--- src/rtl/seqdiv_if.sv ---
// Start/done handshake, operands and results of the sequential divider.
interface seqdiv_if #(
  parameter int unsigned WIDTH = 32
);
  logic                 start;
  logic                 signed_op;
  logic [WIDTH-1:0]     X;
  logic [WIDTH-1:0]     Y;
  logic                 busy;
  logic                 done;
  logic                 div_zero;
  logic [WIDTH-1:0]     Z_Low;
  logic [WIDTH-1:0]     Z_High;
  logic [2*WIDTH-1:0]   Z;

  modport master (
    output start, signed_op, X, Y,
    input  busy, done, div_zero, Z_Low, Z_High, Z
  );

  modport slave (
    input  start, signed_op, X, Y,
    output busy, done, div_zero, Z_Low, Z_High, Z
  );
endinterface

--- src/rtl/seqdiv.sv ---
// Non-restoring sequential divider: one quotient bit per clock, signed or unsigned,
// quotient in Z_Low and remainder in Z_High.
module seqdiv #(
  parameter int unsigned WIDTH = 32
) (
  input  logic     clk,
  input  logic     rst_n,
  seqdiv_if.slave  bus
);

  localparam int unsigned CNT_W = $clog2(WIDTH + 1);
  localparam int unsigned RW    = WIDTH + 1;

  typedef enum logic [1:0] {
    S_IDLE = 2'd0,
    S_PREP = 2'd1,
    S_ITER = 2'd2,
    S_FIX  = 2'd3
  } state_e;

  state_e state_q, state_d;

  logic [WIDTH-1:0] x_q,    x_d;
  logic [WIDTH-1:0] y_q,    y_d;
  logic             sop_q,  sop_d;
  logic [RW-1:0]    r_q,    r_d;
  logic [WIDTH-1:0] q_q,    q_d;
  logic [WIDTH-1:0] dv_q,   dv_d;
  logic             qneg_q, qneg_d;
  logic             rneg_q, rneg_d;
  logic             dz_q,   dz_d;
  logic [CNT_W-1:0] cnt_q,  cnt_d;
  logic [WIDTH-1:0] zlo_q,  zlo_d;
  logic [WIDTH-1:0] zhi_q,  zhi_d;
  logic             dzo_q,  dzo_d;
  logic             done_q, done_d;
  logic             busy_q, busy_d;

  logic             x_neg, y_neg;
  logic [RW-1:0]    r_sh, r_step, r_fix;
  logic [WIDTH-1:0] q_fin, r_fin;

  // State register
  always_ff @(posedge clk or negedge rst_n) begin
    if (!rst_n) state_q <= S_IDLE;
    else        state_q <= state_d;
  end

  // Next-state logic
  always_comb begin
    state_d = state_q;
    unique case (state_q)
      S_IDLE: if (bus.start) state_d = S_PREP;
      S_PREP: state_d = S_ITER;
      S_ITER: if (cnt_q == CNT_W'(1)) state_d = S_FIX;
      S_FIX:  state_d = S_IDLE;
      default: state_d = S_IDLE;
    endcase
  end

  // Datapath and output next-values
  always_comb begin
    x_d    = x_q;
    y_d    = y_q;
    sop_d  = sop_q;
    r_d    = r_q;
    q_d    = q_q;
    dv_d   = dv_q;
    qneg_d = qneg_q;
    rneg_d = rneg_q;
    dz_d   = dz_q;
    cnt_d  = cnt_q;
    zlo_d  = zlo_q;
    zhi_d  = zhi_q;
    dzo_d  = dzo_q;
    done_d = 1'b0;
    busy_d = (state_d != S_IDLE);
    x_neg  = 1'b0;
    y_neg  = 1'b0;
    r_sh   = '0;
    r_step = '0;
    r_fix  = '0;
    q_fin  = '0;
    r_fin  = '0;

    unique case (state_q)
      S_IDLE: begin
        if (bus.start) begin
          x_d   = bus.X;
          y_d   = bus.Y;
          sop_d = bus.signed_op;
          dzo_d = 1'b0;
        end
      end
      S_PREP: begin
        x_neg  = sop_q & x_q[WIDTH-1];
        y_neg  = sop_q & y_q[WIDTH-1];
        q_d    = x_neg ? WIDTH'(-x_q) : x_q;
        dv_d   = y_neg ? WIDTH'(-y_q) : y_q;
        qneg_d = x_neg ^ y_neg;
        rneg_d = x_neg;
        dz_d   = (y_q == '0);
        r_d    = '0;
        cnt_d  = CNT_W'(WIDTH);
      end
      S_ITER: begin
        // Decision uses the pre-shift sign: the shifted value may wrap, the step result cannot.
        r_sh   = {r_q[WIDTH-1:0], q_q[WIDTH-1]};
        r_step = r_q[WIDTH] ? (r_sh + {1'b0, dv_q}) : (r_sh - {1'b0, dv_q});
        r_d    = r_step;
        q_d    = {q_q[WIDTH-2:0], ~r_step[WIDTH]};
        cnt_d  = cnt_q - CNT_W'(1);
      end
      S_FIX: begin
        r_fix  = r_q[WIDTH] ? (r_q + {1'b0, dv_q}) : r_q;
        q_fin  = qneg_q ? WIDTH'(-q_q) : q_q;
        r_fin  = rneg_q ? WIDTH'(-r_fix[WIDTH-1:0]) : r_fix[WIDTH-1:0];
        if (dz_q) begin
          zlo_d = '1;
          zhi_d = x_q;
        end else begin
          zlo_d = q_fin;
          zhi_d = r_fin;
        end
        dzo_d  = dz_q;
        done_d = 1'b1;
      end
      default: ;
    endcase
  end

  // Datapath and output registers
  always_ff @(posedge clk or negedge rst_n) begin
    if (!rst_n) begin
      x_q    <= '0;
      y_q    <= '0;
      sop_q  <= 1'b0;
      r_q    <= '0;
      q_q    <= '0;
      dv_q   <= '0;
      qneg_q <= 1'b0;
      rneg_q <= 1'b0;
      dz_q   <= 1'b0;
      cnt_q  <= '0;
      zlo_q  <= '0;
      zhi_q  <= '0;
      dzo_q  <= 1'b0;
      done_q <= 1'b0;
      busy_q <= 1'b0;
    end else begin
      x_q    <= x_d;
      y_q    <= y_d;
      sop_q  <= sop_d;
      r_q    <= r_d;
      q_q    <= q_d;
      dv_q   <= dv_d;
      qneg_q <= qneg_d;
      rneg_q <= rneg_d;
      dz_q   <= dz_d;
      cnt_q  <= cnt_d;
      zlo_q  <= zlo_d;
      zhi_q  <= zhi_d;
      dzo_q  <= dzo_d;
      done_q <= done_d;
      busy_q <= busy_d;
    end
  end

  assign bus.busy     = busy_q;
  assign bus.done     = done_q;
  assign bus.div_zero = dzo_q;
  assign bus.Z_Low    = zlo_q;
  assign bus.Z_High   = zhi_q;
  assign bus.Z        = {zhi_q, zlo_q};

endmodule

--- src/flat_wrapper.sv ---
// flat-port wrapper written by rule: the top's interface ports become plain ports
module seqdiv_flat 
#(
  parameter int unsigned WIDTH = 32
)
  (clk, rst_n, bus_start, bus_signed_op, bus_X, bus_Y, bus_busy, bus_done, bus_div_zero, bus_Z_Low, bus_Z_High, bus_Z);
  seqdiv_if #(.WIDTH(WIDTH)) bus_i ();
  input  logic clk;
  input  logic rst_n;
  input wire logic [$bits(bus_i.start)-1:0] bus_start;
  input wire logic [$bits(bus_i.signed_op)-1:0] bus_signed_op;
  input wire logic [$bits(bus_i.X)-1:0] bus_X;
  input wire logic [$bits(bus_i.Y)-1:0] bus_Y;
  output wire logic [$bits(bus_i.busy)-1:0] bus_busy;
  output wire logic [$bits(bus_i.done)-1:0] bus_done;
  output wire logic [$bits(bus_i.div_zero)-1:0] bus_div_zero;
  output wire logic [$bits(bus_i.Z_Low)-1:0] bus_Z_Low;
  output wire logic [$bits(bus_i.Z_High)-1:0] bus_Z_High;
  output wire logic [$bits(bus_i.Z)-1:0] bus_Z;
  assign bus_i.start = bus_start;
  assign bus_i.signed_op = bus_signed_op;
  assign bus_i.X = bus_X;
  assign bus_i.Y = bus_Y;
  assign bus_busy = bus_i.busy;
  assign bus_done = bus_i.done;
  assign bus_div_zero = bus_i.div_zero;
  assign bus_Z_Low = bus_i.Z_Low;
  assign bus_Z_High = bus_i.Z_High;
  assign bus_Z = bus_i.Z;
  seqdiv #(.WIDTH(WIDTH)) u_core (.clk(clk), .rst_n(rst_n), .bus(bus_i));
endmodule
--- config.mk ---
export PLATFORM = sky130hd
export DESIGN_NAME = seqdiv_flat
export DESIGN_NICKNAME = d
export VERILOG_FILES = /design/src/rtl/seqdiv_if.sv /design/src/rtl/seqdiv.sv /design/src/flat_wrapper.sv
export SDC_FILE = /design/constraint.sdc
export NUM_CORES = 1
export LEC_CHECK = 0
export BUFFER_PORTS_ARGS = -buffer_cell sky130_fd_sc_hd__buf_2
export CAP_MARGIN = 20
export CORE_UTILIZATION = 55
export DETAILED_ROUTE_END_ITERATION = 10
export PLACE_DENSITY = 0.87
export SLEW_MARGIN = 20
export SYNTH_ARGS = -nofsm -noshare
export SYNTH_HDL_FRONTEND = slang
export SYNTH_SLANG_ARGS = --single-unit
--- constraint.sdc ---
create_clock -name clk -period 12.2 [get_ports clk]
set_clock_uncertainty 0.1 [all_clocks]
set_input_delay 1.22 -clock clk [delete_from_list [all_inputs] [get_ports clk]]
set_output_delay 1.22 -clock clk [all_outputs]
set_load 0.01 [all_outputs]
==> results of run 1 <==
[path summary, 6_finish.rpt]
path                            slack, ps                   startpoint                               end  cells past startpoint
worst max-delay path                 7250   u_core.dv_q[3]$_DFFE_PN0N_         u_core.q_q[0]$_DFFE_PN0P_                     19
worst min-delay path                  390  u_core.cnt_q[5]$_DFFE_PN0P_       u_core.cnt_q[5]$_DFFE_PN0P_                      1
worst max register to register       7250   u_core.dv_q[3]$_DFFE_PN0N_         u_core.q_q[0]$_DFFE_PN0P_                     19
worst min register to register        390  u_core.cnt_q[5]$_DFFE_PN0P_       u_core.cnt_q[5]$_DFFE_PN0P_                      1
max in group asynchronous           10040                        rst_n         u_core.r_q[6]$_DFFE_PN0P_                      2
min in group asynchronous             550                        rst_n  u_core.bus.Z_Low[30]$_DFFE_PN0P_                      1
[layer usage]
metal / part of all wire [%] / vias to the layer above
met3: 7.2 / 91
met1: 43 / 6980
met4: 3.6 / 0
li1: - / 7007
met2: 46 / 562
met5: 0 / -
[report_power, final]
part           internal [W]  switching, W  leakage (nW)
Sequential          0.00118      0.000521          2.85
Clock              0.000476      0.000337         0.425
Combinational       0.00154       0.00204          4.81
[cell families (layout without fill, tap and decap cells)]
group | Yosys count | after routing | share of synthesized area, %
flip-flops | 240 | 240 | 35.55
AO/OA/AOI/OAI | 534 | 534 | 18.91
adder cells (fa/ha/maj) | 76 | 76 | 5.718
XOR/XNOR | 183 | 183 | 9.488
buffers and inverters | 234 | 340 | 6.659
multiplexers | 120 | 120 | 7.851
AND/OR/NAND/NOR | 551 | 551 | 15.82
[area by class of cell]
cell class	instances	area, sq um
fill	2492	11390
clock inverter	15	165.2
multi-input combinational	1464	9787
inverter	80	300.3
clock buffer	33	708.2
tap	390	488.0
sequential	240	6007
timing repair buffer	212	1110
[registers in the layout, summed over array words and instances (netlist names)]
register,count
u_core.bus.Z_Low,32
u_core.sop_q,1
u_core.state_q,2
u_core.dz_q,1
u_core.bus.done,1
u_core.r_q,33
u_core.bus.busy,1
u_core.rneg_q,1
u_core.bus.Z_High,32
u_core.y_q,32
u_core.cnt_q,6
u_core.x_q,32
u_core.dv_q,32
u_core.bus.div_zero,1
u_core.q_q,32
u_core.qneg_q,1
[critical path: stages, from the launching register on]
cell and delay [ps]:
dfrtp_1 430, or3_1 440, nor4_1 540, nand2_1 100, nor2_1 250, and3_1 270
nor3b_1 440, a21oi_1 150, xor2_1 180, ha_1 330, nand2_1 90, nand2b_1 70
a21oi_1 150, nor2b_1 60, or2_2 300, or3_1 330, o21ai_0 170, nand3_1 140
a21oi_1 190, nor2_1 70
[cells in the final DEF, fill, tap and decap left out, drive strengths merged, types with 29 or more instances in the layout]
| cell | instances |
|---|---|
| dfrtp | 240 |
| buf | 212 |
| a21oi | 186 |
| nor2 | 164 |
| nand2 | 155 |
| o21ai | 153 |
| xor2 | 98 |
| mux2 | 97 |
| xnor2 | 85 |
| inv | 80 |
| ha | 74 |
| nor3 | 44 |
| clkbuf | 33 |
| nand3 | 30 |
| a31oi | 29 |
[stage by stage]
step           std cells  setup slack (ps)  instance area, sq um  hold WS (ps)
2_1_floorplan       1938              6894                 16890         343.1
3_3_place_gp        2386              7442                 17690         372.7
3_5_place_dp        2386              7364                 17690         382.6
4_1_cts             2434              7270                 18560         390.3
5_1_grt             2434              6781                 18570         414.3
6_report            2434              7255                 18570         391.2
==> metrics.txt, run 1 <==
Unique masters post-synth=74; grt met1 use=36.97%; Lkg Pwr=8.082 nW; hold_buf cts=0; Longest Clk Path Bufs=3; layout cells sized above 1=18.79%; Yosys reg bits=240; CTS root buf=clkbuf_16; Tcrit/Tclk final=40.54%; initial drt markers=1,027; largest net degree at the start of global routing=93; cell area after synthesis=16,890 sq um; Syn Nets=2,082; top-count cell post-synth=dfrtp_1; via count=14,640; Die Y=177.3 microns; met2 GRT Util=44.63%; global-route wire length before repair=69,210 microns; Layout Nets=2,169; post-synthesis sequential area ratio=35.55%; TritonCTS sink count=240; crit end category=flip-flop; Post-Synthesis Cells=1,938; Synth area leader=dfrtp_1; Area contributors post-synth=dfrtp_1, mux2_2, a21oi_1; I/O Pins=199; Post-synth EDFFs=0; max cap viols=0; post-synthesis async set-or-reset flop share=100.0%; Hold/Removal Path Class=flip-flop to flip-flop; clk_lat worst skew=560 ps; area grow syn2layout=9.903%; YS warnings=0; Setup crit start kind=flip-flop; PnR Total Power=0.006099 W; Max H-tree Level=1; crit-path max FO=5; core area=29,950 sq um; power per cell area=328.5 nW/um^2; grt peak-use layer=met2; PortBufs=198; Starting Density=56.40%; Clock Pin Slew Worst Setup and Hold Paths=60 ps; synth cell count leaders=dfrtp_1, a21oi_1, nor2_1; syn_area_per_cell=8.716 sq um; CP arrival=5260 ps; per-cell routed wire length=17.65 microns; Synth Flop Type=dfrtp_1; Core Util, Final=61.98%; # setup viols final=0; max_slew headroom=38.58%; number of nets with antenna violations after routing=0; # Post-CTS Setup Buffers=0; final WL=42,950 microns; fmax=202.2 MHz; # diodes=0; Worst Setup Path Type=flip-flop to flip-flop; RSZ-0062 raised after global routing=false; DIE WIDTH=177.3 microns; Worst Tran Pin Value=921.2 ps; total CTS buffers=27; CTS tree=yes; post-cts gate resize count=0; vias per cell=6.015; Final TNS setup=0 ps; gr usage total=27.37%; status=complete, no violations; DPL Wire Length=31,690 microns; gr ovfl total=0; top-area cell type share of the netlist area=35.55%; First-pass DRT Iterations=5; Worst VDD drop=0.0001823 V; Tmin final=4945 ps; vias in the first global route=13,760; GRT met3 Usage=3.351%; CP required=12,510 ps; antenna violations before repair=1; # rows=63; Hold Vio Cnt, Final=0; # DRC=0; die area=31,420 sq um; Final GP Congestion=0.9488; Max Slew Vio Count=0
No activity file was read; power rests on OpenSTA's default activity.
==> inputs of run 2 (changes only) <==
--- a/config.mk
+++ b/config.mk
@@ -5,6 +5,7 @@
 export SDC_FILE = /design/constraint.sdc
 export NUM_CORES = 1
 export LEC_CHECK = 0
+export ABC_AREA = 1
 export BUFFER_PORTS_ARGS = -buffer_cell sky130_fd_sc_hd__buf_2
 export CAP_MARGIN = 20
 export CORE_UTILIZATION = 55
==> constraint.sdc (replaced) <==
create_clock -name clk -period 4.8 [get_ports clk]
set_clock_uncertainty 0.1 [all_clocks]
set_input_delay 0.48 -clock clk [delete_from_list [all_inputs] [get_ports clk]]
set_output_delay 0.48 -clock clk [all_outputs]
set_load 0.01 [all_outputs]
==> metrics.txt, run 2 <==
# rows=65 (was 63); syn_area_per_cell=6.887 sq um (was 8.716 sq um); Hold/Removal Path Class=input port to flip-flop (was flip-flop to flip-flop); most frequent cells in the layout=nand2_1, inv_1, nor2_1 (was dfrtp_1, buf_2, a21oi_1); net switching power=0.008882 W (was 0.002900 W); antenna violations before repair=0 (was 1); TritonCTS sink count=240 (unchanged); Seq pwr share=25.4% (was 27.9%); DIE WIDTH=182.6 microns (was 177.3 microns); YS warnings=0 (unchanged); Core Util, Final=62.02% (was 61.98%); most flop-heavy register=u_core.r_q (unchanged); number of nets with antenna violations after routing=0 (unchanged); max cap viols=0 (unchanged); fill count=2,910 (was 2,492); Post-Synthesis Cells=2,606 (was 1,938); Unique masters post-synth=57 (was 74); hold_buf cts=1 (was 0); internal power=0.007659 W (was 0.003199 W); Worst VDD drop=0.0006946 V (was 0.0001823 V); Tcrit/Tclk final=84.74% (was 40.54%); CP arrival=4390 ps (was 5260 ps); Lkg Pwr=10.32 nW (was 8.082 nW); Comb power frac=62.2% (was 58.8%); Starting Density=56.44% (was 56.40%); post-synthesis sequential area ratio=33.46% (was 35.55%); top-area cell type share of the netlist area=33.46% (was 35.55%); Clock Pin Slew Worst Setup and Hold Paths=70 ps (was 60 ps); core area=31,800 sq um (was 29,950 sq um); max reg flops=33 (unchanged); I/O Pins=199 (unchanged); Syn Nets=2,750 (was 2,082); Max Slew Vio Count=0 (unchanged); Longest Clk Path Bufs=3 (unchanged); gr usage total=34.40% (was 27.37%); CP required=5120 ps (was 12,510 ps); vias per cell=5.715 (was 6.015); Max H-tree Level=1 (unchanged); Hold Vio Cnt, Final=0 (unchanged); crit end category=flip-flop (unchanged); status=complete, no violations (unchanged); vias in the first global route=16,620 (was 13,760); crit-path max FO=6 (was 5); Synth Flop Type=dfrtp_1 (unchanged); global-route wire length before repair=90,050 microns (was 69,210 microns); CP startpoint=u_core.dv_q[1]$_DFFE_PN0N_ (was u_core.dv_q[3]$_DFFE_PN0N_); cell area after synthesis=17,950 sq um (was 16,890 sq um); total CTS buffers=28 (was 27); Tmin final=4068 ps (was 4945 ps); layout cells sized above 1=11.92% (was 18.79%); Worst Setup Path Type=flip-flop to flip-flop (unchanged); Final GP Congestion=0.9749 (was 0.9488); # DRC=0 (unchanged); Final TNS setup=0 ps (unchanged); part of the power in the clock network=12.5% (was 13.3%); most common cell after layout, fill and taps aside=nand2_1 (was dfrtp_1); fmax=245.8 MHz (was 202.2 MHz); Post-synth EDFFs=0 (unchanged); DPL Wire Length=44,920 microns (was 31,690 microns); CTS root buf=clkbuf_16 (unchanged); Area contributors post-synth=dfrtp_1, nand2_1, inv_1 (was dfrtp_1, mux2_2, a21oi_1); via count=18,060 (was 14,640); # diodes=0 (unchanged); hold path start=bus_Y[21] (was u_core.cnt_q[5]$_DFFE_PN0P_); die area=33,360 sq um (was 31,420 sq um); # setup viols final=0 (unchanged); Setup crit start kind=flip-flop (unchanged); Die Y=182.6 microns (was 177.3 microns); post-synthesis async set-or-reset flop share=100.0% (unchanged); Layout Nets=2,851 (was 2,169); final WL=57,480 microns (was 42,950 microns); largest net degree at the start of global routing=107 (was 93); power per cell area=838.7 nW/um^2 (was 328.5 nW/um^2); Synth area leader=dfrtp_1 (unchanged); clk_lat worst skew=550 ps (was 560 ps); # Post-CTS Setup Buffers=0 (unchanged); post-cts gate resize count=0 (unchanged); Yosys reg bits=240 (unchanged); initial drt markers=2,142 (was 1,027); gr ovfl total=0 (unchanged); area occupied by multi-input gates=9834 sq um (was 9787 sq um); CTS tree=yes (unchanged); per-cell routed wire length=18.18 microns (was 17.65 microns); RSZ-0062 raised after global routing=false (unchanged); First-pass DRT Iterations=7 (was 5); synth cell count leaders=nand2_1, inv_1, nor2_1 (was dfrtp_1, a21oi_1, nor2_1); switching share of power=53.70% (was 47.54%); area grow syn2layout=9.885% (was 9.903%); FF-to-FF Start=u_core.dv_q[1]$_DFFE_PN0N_ (was u_core.dv_q[3]$_DFFE_PN0N_); top-count cell post-synth=nand2_1 (was dfrtp_1); Reg area=6007 sq um (unchanged); Worst Tran Pin Value=1040 ps (was 921.2 ps); PortBufs=198 (unchanged); max_slew headroom=30.47% (was 38.58%)
run 2: path summary, 6_finish.rpt:
kind | end | slack, ps | cells after the start
worst min-delay path | u_core.y_q[21]$_DFFE_PN0P_ | 70 | 2
min in group asynchronous | u_core.y_q[25]$_DFFE_PN0P_ | 430 | 2
max in group asynchronous | u_core.x_q[10]$_DFFE_PN0P_ | 3010 | 3
worst max-delay path | u_core.r_q[27]$_DFFE_PN0P_ | 730 | 20
worst min register to register | u_core.q_q[1]$_DFFE_PN0P_ | 400 | 2
worst max register to register | u_core.r_q[27]$_DFFE_PN0P_ | 730 | 20
run 2: logic make-up after synthesis:
logic type / after synthesis / share of synthesized area [%]
AND/OR/NAND/NOR: 1213 / 28.43
buffers and inverters: 495 / 11.83
AO/OA/AOI/OAI: 470 / 15.19
flip-flops: 240 / 33.46
XOR/XNOR: 95 / 4.636
adder cells (fa/ha/maj): 76 / 5.382
multiplexers: 17 / 1.067
run 2: power groups by stage:
stage	registers, W	clock network, W	logic [W]
after global placement	0.00411	0	0.00986
after global routing	0.00429	0.00216	0.0114
after floorplan	0.00386	0	0.00746
final	0.00420	0.00206	0.0103
after CTS	0.00414	0.00209	0.0101
after detailed placement	0.00416	0	0.0100
run 2: final cells by class:
class / instances / area share [%]
Clock buffer: 39 / 4.022
Inverter: 351 / 6.693
Tap cell: 435 / 2.760
Timing Repair Buffer: 215 / 5.798
Sequential cell: 240 / 30.46
Multi-Input combinational cell: 1871 / 49.86
Clock inverter: 10 / 0.4060
run 2: stage by stage:
step	setup WS, ps	instances	total power (W)	instance area (sq um)	hold slack (ps)
6_report	732.4	3161	0.01654	19720	66.87
5_1_grt	394.2	3161	0.01787	19720	59.06
4_1_cts	786.4	3161	0.01633	19720	53.59
2_1_floorplan	1274	2606	0.01132	17950	84.41
3_5_place_dp	811.7	3111	0.01419	18840	387.4
3_3_place_gp	815.9	3111	0.01397	18840	374.1
run 2: worst max-delay path, stage by stage, from the launching register on:
cell and delay, ps:
dfrtp_1 430, inv_1 140, ha_1 210, nand4_1 170
nor3_1 250, nand3_1 130, nor2_1 130, inv_1 70
nor2_1 150, nor2_1 90, a21oi_1 200, xnor2_1 100
ha_1 370, nand2_1 150, nor4_1 560, nand3_1 140
nand2_1 150, a21o_1 140, a21oi_1 50, o21ai_0 100
o21ai_0 110
run 2: layer usage:
layer	wire length (microns)	share of wire, %	track usage (%)
met1	24860	43	49.07
met3	5110	8.9	4.251
met5	0	0	0
met4	1612	2.8	10.05
met2	25890	45	54.69
==> inputs of run 3 (changes only) <==
--- a/config.mk
+++ b/config.mk
@@ -5,7 +5,7 @@
 export SDC_FILE = /design/constraint.sdc
 export NUM_CORES = 1
 export LEC_CHECK = 0
-export ABC_AREA = 1
+export ABC_AREA = 0
 export BUFFER_PORTS_ARGS = -buffer_cell sky130_fd_sc_hd__buf_2
 export CAP_MARGIN = 20
 export CORE_UTILIZATION = 55
==> constraint.sdc (replaced) <==
create_clock -name clk -period 3.85 [get_ports clk]
set_clock_uncertainty 0.1 [all_clocks]
set_input_delay 0.385 -clock clk [delete_from_list [all_inputs] [get_ports clk]]
set_output_delay 0.385 -clock clk [all_outputs]
set_load 0.01 [all_outputs]
==> metrics.txt, run 3 (same netlist as run 1, synthesis figures left out) <==
power per cell area=1020 nW/um^2 (was 838.7 nW/um^2); global-route wire length before repair=75,750 microns (was 90,050 microns); Final WS setup=-143.0 ps (was 732.4 ps); worst r2r dst=u_core.q_q[0]$_DFFE_PN0P_ (was u_core.r_q[27]$_DFFE_PN0P_); Tmin final=3993 ps (was 4068 ps); Worst Reg2Reg Path Length in Cells=20 (unchanged); # DRC=0 (unchanged); max reg flops=33 (unchanged); via count=15,630 (was 18,060); setup slack on the worst flop-to-flop path=-140 ps (was 730 ps); First-pass DRT Iterations=6 (was 7); crit path to=u_core.q_q[0]$_DFFE_PN0P_ (was u_core.r_q[27]$_DFFE_PN0P_); most common cell after layout, fill and taps aside=dfrtp_1 (was nand2_1); gr ovfl total=0 (unchanged); Final TNS setup=-1040 ps (was 0 ps); total CTS buffers=26 (was 28); Hold/Removal Path Class=input port to flip-flop (unchanged); # rows=63 (was 65); crit-path max FO=3 (was 6); Critical Path Slowest Stage Cell=or3_4 (was nor4_1); Worst VDD drop=0.0005697 V (was 0.0006946 V); RSZ-0062 raised after global routing=true (was false); TritonCTS sink count=240 (unchanged); per-cell routed wire length=17.98 microns (was 18.18 microns); worst path cell trace=or3_4, buf_6, nor4b_2, buf_4, nand4_1, nor3_2, nor2_1, xnor2_1, ha_1, a21o_1, nand2_2, nand2b_4, a21oi_2, nor2b_1, or2_4, or3_4, o21ai_2, nand3_2, a21oi_2, nor2_1 (was inv_1, ha_1, nand4_1, nor3_1, nand3_1, nor2_1, inv_1, nor2_1, nor2_1, a21oi_1, xnor2_1, ha_1, nand2_1, nor4_1, nand3_1, nand2_1, a21o_1, a21oi_1, o21ai_0, o21ai_0); Longest Clk Path Bufs=3 (unchanged); CP required=4180 ps (was 5120 ps); PortBufs=198 (unchanged); Layout Nets=2,394 (was 2,851); status=finished with violations (was complete, no violations); CTS root buf=clkbuf_16 (unchanged); Setup crit start kind=flip-flop (unchanged); DIE WIDTH=177.3 microns (was 182.6 microns); number of nets with antenna violations after routing=0 (unchanged); Lkg Pwr=9.229 nW (was 10.32 nW); largest net degree at the start of global routing=101 (was 107); placed cell areas=18,860 sq um (was 18,840 sq um); gr usage total=29.76% (was 34.40%); DPL Wire Length=33,990 microns (was 44,920 microns); core area=29,950 sq um (was 31,800 sq um); Final GP Congestion=0.9448 (was 0.9749); Core Util, Final=70.00% (was 62.02%); Critical Path Max Stage Delay=410 ps (was 560 ps); fmax=250.4 MHz (was 245.8 MHz); I/O Pins=199 (unchanged); DP Cell Count=2,525 (was 3,111); Reg area=6008 sq um (was 6007 sq um); CP arrival=4320 ps (was 4390 ps); max cap viols=0 (unchanged); most frequent cells in the layout=dfrtp_1, buf_2, a21oi_1 (was nand2_1, inv_1, nor2_1); # setup viols final=18 (was 0); Worst Setup Path Type=flip-flop to flip-flop (unchanged); die area=31,420 sq um (was 33,360 sq um); Max H-tree Level=1 (unchanged); initial drt markers=1,122 (was 2,142); area occupied by multi-input gates=10,290 sq um (was 9834 sq um); crit end category=flip-flop (unchanged); Die Y=177.3 microns (was 182.6 microns); max_slew headroom=39.82% (was 30.47%); clk_lat worst skew=550 ps (about the same); final instance area=20,970 sq um (was 19,720 sq um); CTS tree=yes (unchanged); area grow syn2layout=24.12% (was 9.885%); Starting Density=56.40% (was 56.44%); FF-to-FF Start=u_core.dv_q[2]$_DFFE_PN0N_ (was u_core.dv_q[1]$_DFFE_PN0N_); antenna violations before repair=0 (unchanged); fill count=2,221 (was 2,910); CP startpoint=u_core.dv_q[2]$_DFFE_PN0N_ (was u_core.dv_q[1]$_DFFE_PN0N_); failing checks=negative setup slack; Finished Layout Cells=2,658 (was 3,161); Hold Vio Cnt, Final=0 (unchanged); Worst Tran Pin Value=899.6 ps (was 1040 ps); Tcrit/Tclk final=103.7% (was 84.74%); Clock Pin Slew Worst Setup and Hold Paths=60 ps (was 70 ps); layout cells sized above 1=27.26% (was 11.92%); PnR Total Power=0.02138 W (was 0.01654 W); final WL=47,780 microns (was 57,480 microns); most flop-heavy register=u_core.r_q (unchanged); Max Slew Vio Count=0 (unchanged); vias in the first global route=15,400 (was 16,620); vias per cell=5.881 (was 5.715)
==> run 3: worst min path at each step <==
stage	cells past startpoint	to	start
4_1_cts	2	u_core.x_q[15]$_DFFE_PN0P_	bus_X[15]
3_3_place_gp	1	u_core.bus.Z_Low[16]$_DFFE_PN0P_	rst_n
2_1_floorplan	0	u_core.bus.Z_High[0]$_DFFE_PN0P_	rst_n
6_report	2	u_core.x_q[15]$_DFFE_PN0P_	bus_X[15]
3_5_place_dp	1	u_core.bus.Z_Low[16]$_DFFE_PN0P_	rst_n
5_1_grt	2	u_core.x_q[15]$_DFFE_PN0P_	bus_X[15]
==> run 3: report_power, final <==
| part | switching (W) | internal, W |
|---|---|---|
| Sequential | 0.00160 | 0.00374 |
| Clock | 0.00104 | 0.00142 |
| Combinational | 0.00737 | 0.00620 |
==> run 3: routing by layer <==
layer,up-vias,track usage (%),part of all wire (%)
met4,0,11.15,3.4
met1,7502,38.12,43
met2,567,51.38,48
li1,7451,-,-
met5,-,0,0
met3,113,3.479,5.6
==> run 3: area by class of cell <==
class	count	share of cell area, %
repair buffers	438	14.47
flip-flops and latches	240	28.66
diodes	1	0.01194
clock buffers	37	3.587
clock inverters	8	0.4118
well taps	390	2.327
multi-input cells	1464	49.10
inverters	80	1.432
==> run 3: worst max-delay path, delay by kind of cell (launching register included) <==
family,cells,cell delay [ps]
XOR/XNOR,1,130
flip-flops,1,380
buffers and inverters,2,290
AND/OR/NAND/NOR,12,2040
adder cells (fa/ha/maj),1,310
AO/OA/AOI/OAI,4,610
==> run 3: repair_timing <==
| item | 4_1_cts | 5_1_grt |
|---|---|---|
| cloned | 0 | 0 |
| setup buffers | 10 | 14 |
| pin swaps | 32 | 53 |
| hold buffers | 65 | 0 |
| resized for setup | 32 | 65 |
| hold endpoints to repair | 161 | 0 |
| setup endpoints to repair | 14 | 32 |
==> run 3: stage by stage <==
stage / hold WS (ps) / setup WS [ps]
floorplan: -10.59 / -95.49
global placement: 366.7 / -123.6
detailed placement: 380.7 / -228.7
CTS: 34.55 / -179.3
global route: 37.24 / -351.6
finish: 39.56 / -143.0
